`src/rtl/spi_fpga_pkg.sv`:
```
// Shared constants, state encoding and width helpers for the SPI master arbiter.
package spi_fpga_pkg;
  typedef enum logic [2:0] {
    ST_IDLE,
    ST_LAUNCH,
    ST_TRANSFER,
    ST_COMPLETE,
    ST_GAP
  } state_t;

  localparam int DEF_REQUESTERS     = 4;
  localparam int DEF_PACK_LENGTH    = 8;
  localparam int DEF_GAP_CLOCKS     = 4;
  localparam int DEF_LAUNCH_TIMEOUT = 64;

  // Pointer/index width covers the largest supported requester count.
  localparam int MAX_REQUESTERS = 8;
  localparam int IDX_W          = $clog2(MAX_REQUESTERS);

  // One counter serves both the launch timeout and the inter-frame gap.
  function automatic int cnt_width(input int a, input int b);
    return $clog2(((a > b) ? a : b) + 1);
  endfunction
endpackage

```
`src/rtl/spi_fpga_rr_picker.sv`:
```
// Combinational round-robin search: first set request after i_ptr, wrapping.
module spi_fpga_rr_picker
  import spi_fpga_pkg::*;
#(
  parameter int N = DEF_REQUESTERS
) (
  input  logic [N-1:0]     i_req,
  input  logic [IDX_W-1:0] i_ptr,
  output logic [N-1:0]     o_grant,
  output logic [IDX_W-1:0] o_idx
);
  always_comb begin : pick
    int p;
    p       = 0;
    o_grant = '0;
    o_idx   = '0;
    // Walk from lowest priority up so the nearest request after i_ptr wins last.
    for (int k = N; k >= 1; k--) begin
      p = int'(i_ptr) + k;
      if (p >= N) p = p - N;
      for (int i = 0; i < N; i++) begin
        if (i_req[i] && (i == p)) begin
          o_grant    = '0;
          o_grant[i] = 1'b1;
          o_idx      = IDX_W'(i);
        end
      end
    end
  end
endmodule

```
`src/rtl/spi_fpga_arbiter.sv`:
```
// Shares one SPI master among several requesters with round-robin arbitration.
module spi_fpga_arbiter
  import spi_fpga_pkg::*;
#(
  parameter int REQUESTERS     = DEF_REQUESTERS,
  parameter int PACK_LENGTH    = DEF_PACK_LENGTH,
  parameter int GAP_CLOCKS     = DEF_GAP_CLOCKS,
  parameter int LAUNCH_TIMEOUT = DEF_LAUNCH_TIMEOUT
) (
  input  logic                              IN_CLOCK,
  input  logic                              IN_RESET,
  input  logic [REQUESTERS-1:0]             IN_REQUEST,
  input  logic [REQUESTERS*PACK_LENGTH-1:0] IN_REQUEST_DATA,
  output logic [REQUESTERS-1:0]             OUT_GRANT,
  output logic [REQUESTERS-1:0]             OUT_DONE,
  output logic                              OUT_ERROR,
  output logic [PACK_LENGTH-1:0]            OUT_RECEIVE_DATA,
  output logic                              OUT_LAUNCH,
  output logic [PACK_LENGTH-1:0]            OUT_MASTER_DATA,
  input  logic                              IN_MASTER_CS,
  input  logic [PACK_LENGTH-1:0]            IN_MASTER_RECEIVE_DATA,
  input  logic                              IN_MASTER_ACTION_DONE,
  output logic [REQUESTERS-1:0]             OUT_CS,
  output logic                              OUT_BUSY
);
  localparam int               CNT_W    = cnt_width(GAP_CLOCKS, LAUNCH_TIMEOUT);
  localparam logic [IDX_W-1:0] PTR_RST  = IDX_W'(REQUESTERS - 1);
  localparam logic [CNT_W-1:0] TMO_LAST = CNT_W'(LAUNCH_TIMEOUT - 1);
  localparam logic [CNT_W-1:0] GAP_LAST = CNT_W'(GAP_CLOCKS - 1);

  state_t                  r_state, w_next;
  logic [REQUESTERS-1:0]   r_grant, r_done, w_pick_grant;
  logic [IDX_W-1:0]        r_ptr, w_pick_idx;
  logic [PACK_LENGTH-1:0]  r_mdata, r_rx, w_word;
  logic [CNT_W-1:0]        r_cnt;
  logic                    r_err, r_act_d, w_act_rise, w_timeout;

  spi_fpga_rr_picker #(.N(REQUESTERS)) u_picker (
    .i_req   (IN_REQUEST),
    .i_ptr   (r_ptr),
    .o_grant (w_pick_grant),
    .o_idx   (w_pick_idx)
  );

  always_comb begin
    w_word = '0;
    for (int i = 0; i < REQUESTERS; i++)
      if (w_pick_grant[i]) w_word = IN_REQUEST_DATA[i*PACK_LENGTH +: PACK_LENGTH];
  end

  assign w_act_rise = IN_MASTER_ACTION_DONE & ~r_act_d;
  assign w_timeout  = (r_state == ST_LAUNCH) && IN_MASTER_CS && (r_cnt == TMO_LAST);

  always_comb begin
    w_next = r_state;
    case (r_state)
      ST_IDLE:     if (|IN_REQUEST) w_next = ST_LAUNCH;
      ST_LAUNCH:   if (!IN_MASTER_CS) w_next = ST_TRANSFER;
                   else if (w_timeout) w_next = ST_GAP;
      ST_TRANSFER: if (w_act_rise) w_next = ST_COMPLETE;
      ST_COMPLETE: w_next = ST_GAP;
      ST_GAP:      if (r_cnt == GAP_LAST) w_next = ST_IDLE;
      default:     w_next = ST_IDLE;
    endcase
  end

  always_ff @(posedge IN_CLOCK or posedge IN_RESET) begin
    if (IN_RESET) r_state <= ST_IDLE;
    else          r_state <= w_next;
  end

  always_ff @(posedge IN_CLOCK or posedge IN_RESET) begin
    if (IN_RESET) begin
      r_grant <= '0;
      r_done  <= '0;
      r_err   <= 1'b0;
      r_ptr   <= PTR_RST;
      r_mdata <= '0;
      r_rx    <= '0;
      r_cnt   <= '0;
      r_act_d <= 1'b0;
    end else begin
      r_act_d <= IN_MASTER_ACTION_DONE;
      r_done  <= '0;
      r_err   <= 1'b0;
      case (r_state)
        ST_IDLE: if (|IN_REQUEST) begin
          r_grant <= w_pick_grant;
          r_ptr   <= w_pick_idx;
          r_mdata <= w_word;
          r_cnt   <= '0;
        end
        ST_LAUNCH: if (IN_MASTER_CS) begin
          // Master never answered: report the abort to the owner and release it.
          if (w_timeout) begin
            r_done  <= r_grant;
            r_err   <= 1'b1;
            r_grant <= '0;
            r_cnt   <= '0;
          end else begin
            r_cnt <= r_cnt + CNT_W'(1);
          end
        end
        ST_TRANSFER: if (w_act_rise) begin
          r_rx   <= IN_MASTER_RECEIVE_DATA;
          r_done <= r_grant;
        end
        ST_COMPLETE: begin
          r_grant <= '0;
          r_cnt   <= '0;
        end
        ST_GAP:  r_cnt <= r_cnt + CNT_W'(1);
        default: ;
      endcase
    end
  end

  assign OUT_GRANT        = r_grant;
  assign OUT_DONE         = r_done;
  assign OUT_ERROR        = r_err;
  assign OUT_RECEIVE_DATA = r_rx;
  assign OUT_MASTER_DATA  = r_mdata;
  assign OUT_LAUNCH       = (r_state == ST_LAUNCH);
  assign OUT_BUSY         = (r_state != ST_IDLE);
  assign OUT_CS           = ~r_grant | {REQUESTERS{IN_MASTER_CS}};
endmodule

```
`config.mk`:
```
export PLATFORM = sky130hd
export DESIGN_NAME = spi_fpga_arbiter
export DESIGN_NICKNAME = d
export VERILOG_FILES = /design/src/rtl/spi_fpga_pkg.sv /design/src/rtl/spi_fpga_rr_picker.sv /design/src/rtl/spi_fpga_arbiter.sv
export SDC_FILE = /design/constraint.sdc
export NUM_CORES = 1
export LEC_CHECK = 0
export ABC_AREA = 1
export CAP_MARGIN = 5
export CORE_MARGIN = 10
export CORE_UTILIZATION = 48
export DETAILED_ROUTE_END_ITERATION = 6
export HOLD_SLACK_MARGIN = 0.1
export PLACE_DENSITY_LB_ADDON = 0.05
export SLEW_MARGIN = 10
export SYNTH_ARGS = -nofsm -noshare
export SYNTH_HDL_FRONTEND = slang
export SYNTH_SLANG_ARGS = --single-unit
```
`constraint.sdc`:
```
create_clock -name IN_CLOCK -period 4.4 [get_ports IN_CLOCK]
set_clock_uncertainty 0.1 [all_clocks]
set_input_delay 0.88 -clock IN_CLOCK [delete_from_list [all_inputs] [get_ports IN_CLOCK]]
set_output_delay 0.88 -clock IN_CLOCK [all_outputs]
set_load 0.05 [all_outputs]
```
Word-level counts from Yosys, hierarchy flattened --
Index checks and enable logic that the tools add are counted.
Storage, ports and cells: input bits 48, flip-flop bits (word level) 39, output and inout bits 31, word-level logic and storage cells 142
Operators by class: equality and inequality tests 24, reductions and logical operators 32, mux-type cells 60, magnitude comparators 4, $add $sub $neg 9, bitwise operators 4
Operators with widths (number):
- 3-bit by 32-bit equality test with 1-bit output, first input constant | 8
- 2-bit by 32-bit equality test with 1-bit output, first input constant | 4
- 32-bit by 4-bit greater-or-equal comparator with 1-bit output, second input constant | 4
- 32-bit logical NOT | 4
- 32-bit 2-to-1 mux | 4
- 32-bit by 4-bit subtractor with 32-bit output, second input constant | 4
- 4-bit 2-to-1 mux | 19
- 8-bit 2-to-1 mux | 4
- 2-bit 2-to-1 mux | 15
- 7-bit case mux with 4 select lines | 1
- 7-bit 2-to-1 mux | 3
- 1-bit logical AND | 18
- 3-bit 2-to-1 mux | 6
- 3-bit case mux with 5 select lines | 1
- 4-bit case mux with 3 select lines | 1
- 3-bit by 2-bit adder with 4-bit output, second input constant | 2
- 4-bit case mux with 2 select lines | 1
- 4-bit AND reduction | 2
- 7-bit by 1-bit adder with 7-bit output, second input constant | 1
- 7-bit by 2-bit equality test with 1-bit output, second input constant | 1
- 7-bit by 6-bit equality test with 1-bit output, second input constant | 1
- 3-bit by 2-bit equality test with 1-bit output, second input constant | 2
- 2-bit != test, second input constant | 3
- 3-bit nonzero test | 2
- 16 further kinds | 22

Logic depth before layout (Yosys ltp) --
word-level depth 25, depth in mapped cells 15

By module --
From an unflattened synthesis, not the netlist that was laid out.
Second synthesis, totals: cells, all modules 352, area total of the unflattened synthesis 2433.6 um^2
By module, submodules not included:
- spi_fpga_arbiter | times used 1, sequential area each 978.4 um^2, cells an instance 264, area an instance 1994.4 um^2
- spi_fpga_rr_picker | times used 1, sequential area each 0.0 um^2, cells an instance 88, area an instance 439.2 um^2

Worst setup path after synthesis --
OpenSTA, ideal clock, no wires.
kind input-to-output, start in IN_MASTER_CS, end out OUT_CS[0], setup slack 2.144 ns, arrival time 1.276 ns, stages 2, path buffers 0, required time 3.420 ns, path through inv_1 nand2_1
On the way: cells in the longest elaborated chain, start to end 1
Ends and longest elaborated chain:
- start, declared | line spi_fpga_arbiter.sv:20 | input logic IN_MASTER_CS,
- 4-bit bitwise OR | line spi_fpga_arbiter.sv:125 | assign OUT_CS = ~r_grant | {REQUESTERS{IN_MASTER_CS}};
- end, declared | line spi_fpga_arbiter.sv:23 | output logic [REQUESTERS-1:0] OUT_CS,
Every way passes these cells.

Final worst setup path --
start in IN_MASTER_CS, end out OUT_CS[2]
Same word-level chain as after synthesis.

==> results.md <==
- Status: finished clean
- GRT overflow: 0
- Drt total wl: 5811 um
- Vias per inst: 5.026
- Vias in the first global route: 2061
- Setup TNS Final: 0 ns
- Initial antenna violation count: 0
- Post-CTS Setup Bufs: 0
- Post-route DRC: 0
- CP Class: in2out
- Max rail drop VDD: 346.4 uV
- Clock sinks: 38
- Root buf cell: clkbuf_8
- Max-Cap Viols: 0
- Main synth FF type: dfrtp_1
- Initial Util: 0.5023
- Die Ht: 87.73 um
- Hold crit path type: reg2reg
- Hpwl dp: 4668 um
- Initial drt markers: 79
- Post-Syn Nets: 343
- Period utilisation layout: 0.7655
- WHS: 0.3701 ns
- Max clock buf depth: 2
- Ant diodes: 0
- Cts bufs inserted: 5
- Yosys reg bits: 38
- Detail Route Antenna Nets: 0
- Routed vias: 2151
- Setup-failing EPs final: 0
- Total iterations of the first detailed-routing run: 4
- WL met2: 2890 um
- Count of flip-flops with a built-in enable after synthesis: 0
- Post-synth top cells: nand2_1 (74), inv_1 (43), dfrtp_1 (36)
- H-Tree Depth: 2
- Post-CTS Hold Buffers: 0
- Total GRT Usage: 0.1531
- Top cells by area, synth: dfrtp_1 (41%), nand2_1 (13%), inv_1 (7.3%)
- Post-Synthesis Cell Area: 0.002202 mm^2
- Fillcell total: 364
- PortBufs: 78
- Largest area contributor in the netlist: dfrtp_1
- Period minus WS final: 3.368 ns
- Final nets: 425
- CP arrival: 2.39 ns
- Top Metal Used: met4
- Mean post-synth cell area: 7.490 um^2
- Final Hold Fails: 0
- Most numerous cell in the Yosys netlist: nand2_1
- CTS tree: yes
- CTS clk-pin slew, worst paths: 0.06 ns
- Synth warn: 0
- CP endpoint kind: primary output
- Share of the synthesized area in the top cell type: 0.4091
- CTS-repair resized insts: 0
- Die ar.: 0.007697 mm^2
- Crit path max fanout: 5
- Met3 WL: 449 um
- RSZ-0062 raised after global routing: false
- Layout cell share with drive strength beyond 1: 0.1250
- CP Data Required Time: 3.42 ns
- Slew HR: 0.5000
- Synth async-reset ratio: 1.000
- Layout area overhead: 40.74%
- Yosys cell types: 29
- # rows: 24
- Fmax: 0.2969 GHz
- Largest net degree at the start of global routing: 22
- Slew Limit Fails: 0
- # IOs: 79
- Horiz. Die Dim: 87.73 um
- Routability cong.: 0.8482
- Measured slew at the worst slew-check pin: 0.7492 ns
- Leakage power: 1.440 nW
- CP Launch Type: input pin
- Sequential share of the synthesized area: 0.4330
- Routed len/inst: 13.58 um
- Clk_lat worst skew: 0.29 ns
- First-pass GRT wire length: 9535 um
- CORE AREA: 0.004384 mm^2
- Cells after Synth: 294
- Power per Cell Area: 699.7 mW/mm^2
- DRT met1 WL: 2381 um
[layer usage]
layer  vias up  GRT usage
met5         -          0
met4         0    0.05942
met3         7    0.05014
met2        65     0.2593
met1       979     0.1744
li1       1100          -
[worst paths after layout]
kind | startpoint | to | slack, ns | cells past startpoint
hold / removal | OUT_RECEIVE_DATA[5] | OUT_RECEIVE_DATA[5] | 0.37 | 2
hold reg to reg | OUT_RECEIVE_DATA[5] | OUT_RECEIVE_DATA[5] | 0.37 | 2
setup / recovery | IN_MASTER_CS | OUT_CS[2] | 1.03 | 4
setup reg to reg | r_ptr[1] | OUT_MASTER_DATA[5] | 2.34 | 8
max in group asynchronous | IN_RESET | r_ptr[1] | 2.49 | 3
min in group asynchronous | IN_RESET | r_state[0] | 0.92 | 2
[critical path: stages]
cell and delay, ns:
clkdlybuf4s50_1 0.48, inv_1 0.11, nand2_1 0.11, clkdlybuf4s50_1 0.81
[power breakdown]
group	internal (mW)	switching (mW)	leakage, nW
logic	0.444	0.916	0.920
registers	0.481	0.105	0.481
clock network	0.109	0.113	0.0383
[sequential cells by signal (all words and copies together), names as in the netlist]
register and flops:
r_ptr 2, OUT_DONE 4, OUT_GRANT 4, OUT_RECEIVE_DATA 8
OUT_MASTER_DATA 8, r_act_d 1, r_cnt 7, OUT_ERROR 1
r_state 3
[layout by cell type, fill, tap and decap left out, types with 5 or more instances in the layout]
master,synthesis,routed
clkdlybuf4s50_1,0,78
nand2_1,74,74
inv_1,43,43
dfrtp_1,36,36
nor2_1,24,24
nand3_1,20,20
o21ai_0,14,14
a21oi_1,11,11
inv_2,10,10
a31oi_1,10,10
nor2_2,8,8
nand2_2,8,8
nand3_2,6,6
nor3_1,5,5
clkbuf_8,0,5
[per-stage QoR]
stage	area [um^2]	setup slack, ns	power (mW)	util	cells
2_1_floorplan	2202	2.144	1.560	-	294
3_3_place_gp	3023	1.052	1.935	0.6895	421
3_5_place_dp	3023	1.022	1.960	0.6895	421
4_1_cts	3099	1.021	2.184	0.7069	428
5_1_grt	3099	0.9896	2.331	0.7069	428
6_report	3099	1.032	2.169	0.7069	428
[layout make-up]
class | count | area, um^2 | area share
multi-input combinational | 198 | 1011 | 0.3262
sequential | 38 | 953.4 | 0.3076
timing repair buffer | 79 | 788.3 | 0.2543
inverter | 54 | 205.2 | 0.06621
clock buffer | 7 | 76.32 | 0.02463
tap | 52 | 65.06 | 0.02099
[cell families (layout without fill, tap and decap cells)]
group	after synthesis	after routing	synth area share
compound gates	45	45	0.1239
xor+xnor	3	3	0.01193
fa+ha+maj	1	1	0.005681
buf+inv	58	140	0.1080
flops	38	38	0.4330
simple gates	149	149	0.3176
Note: power is estimated with default switching activity, not from simulation.
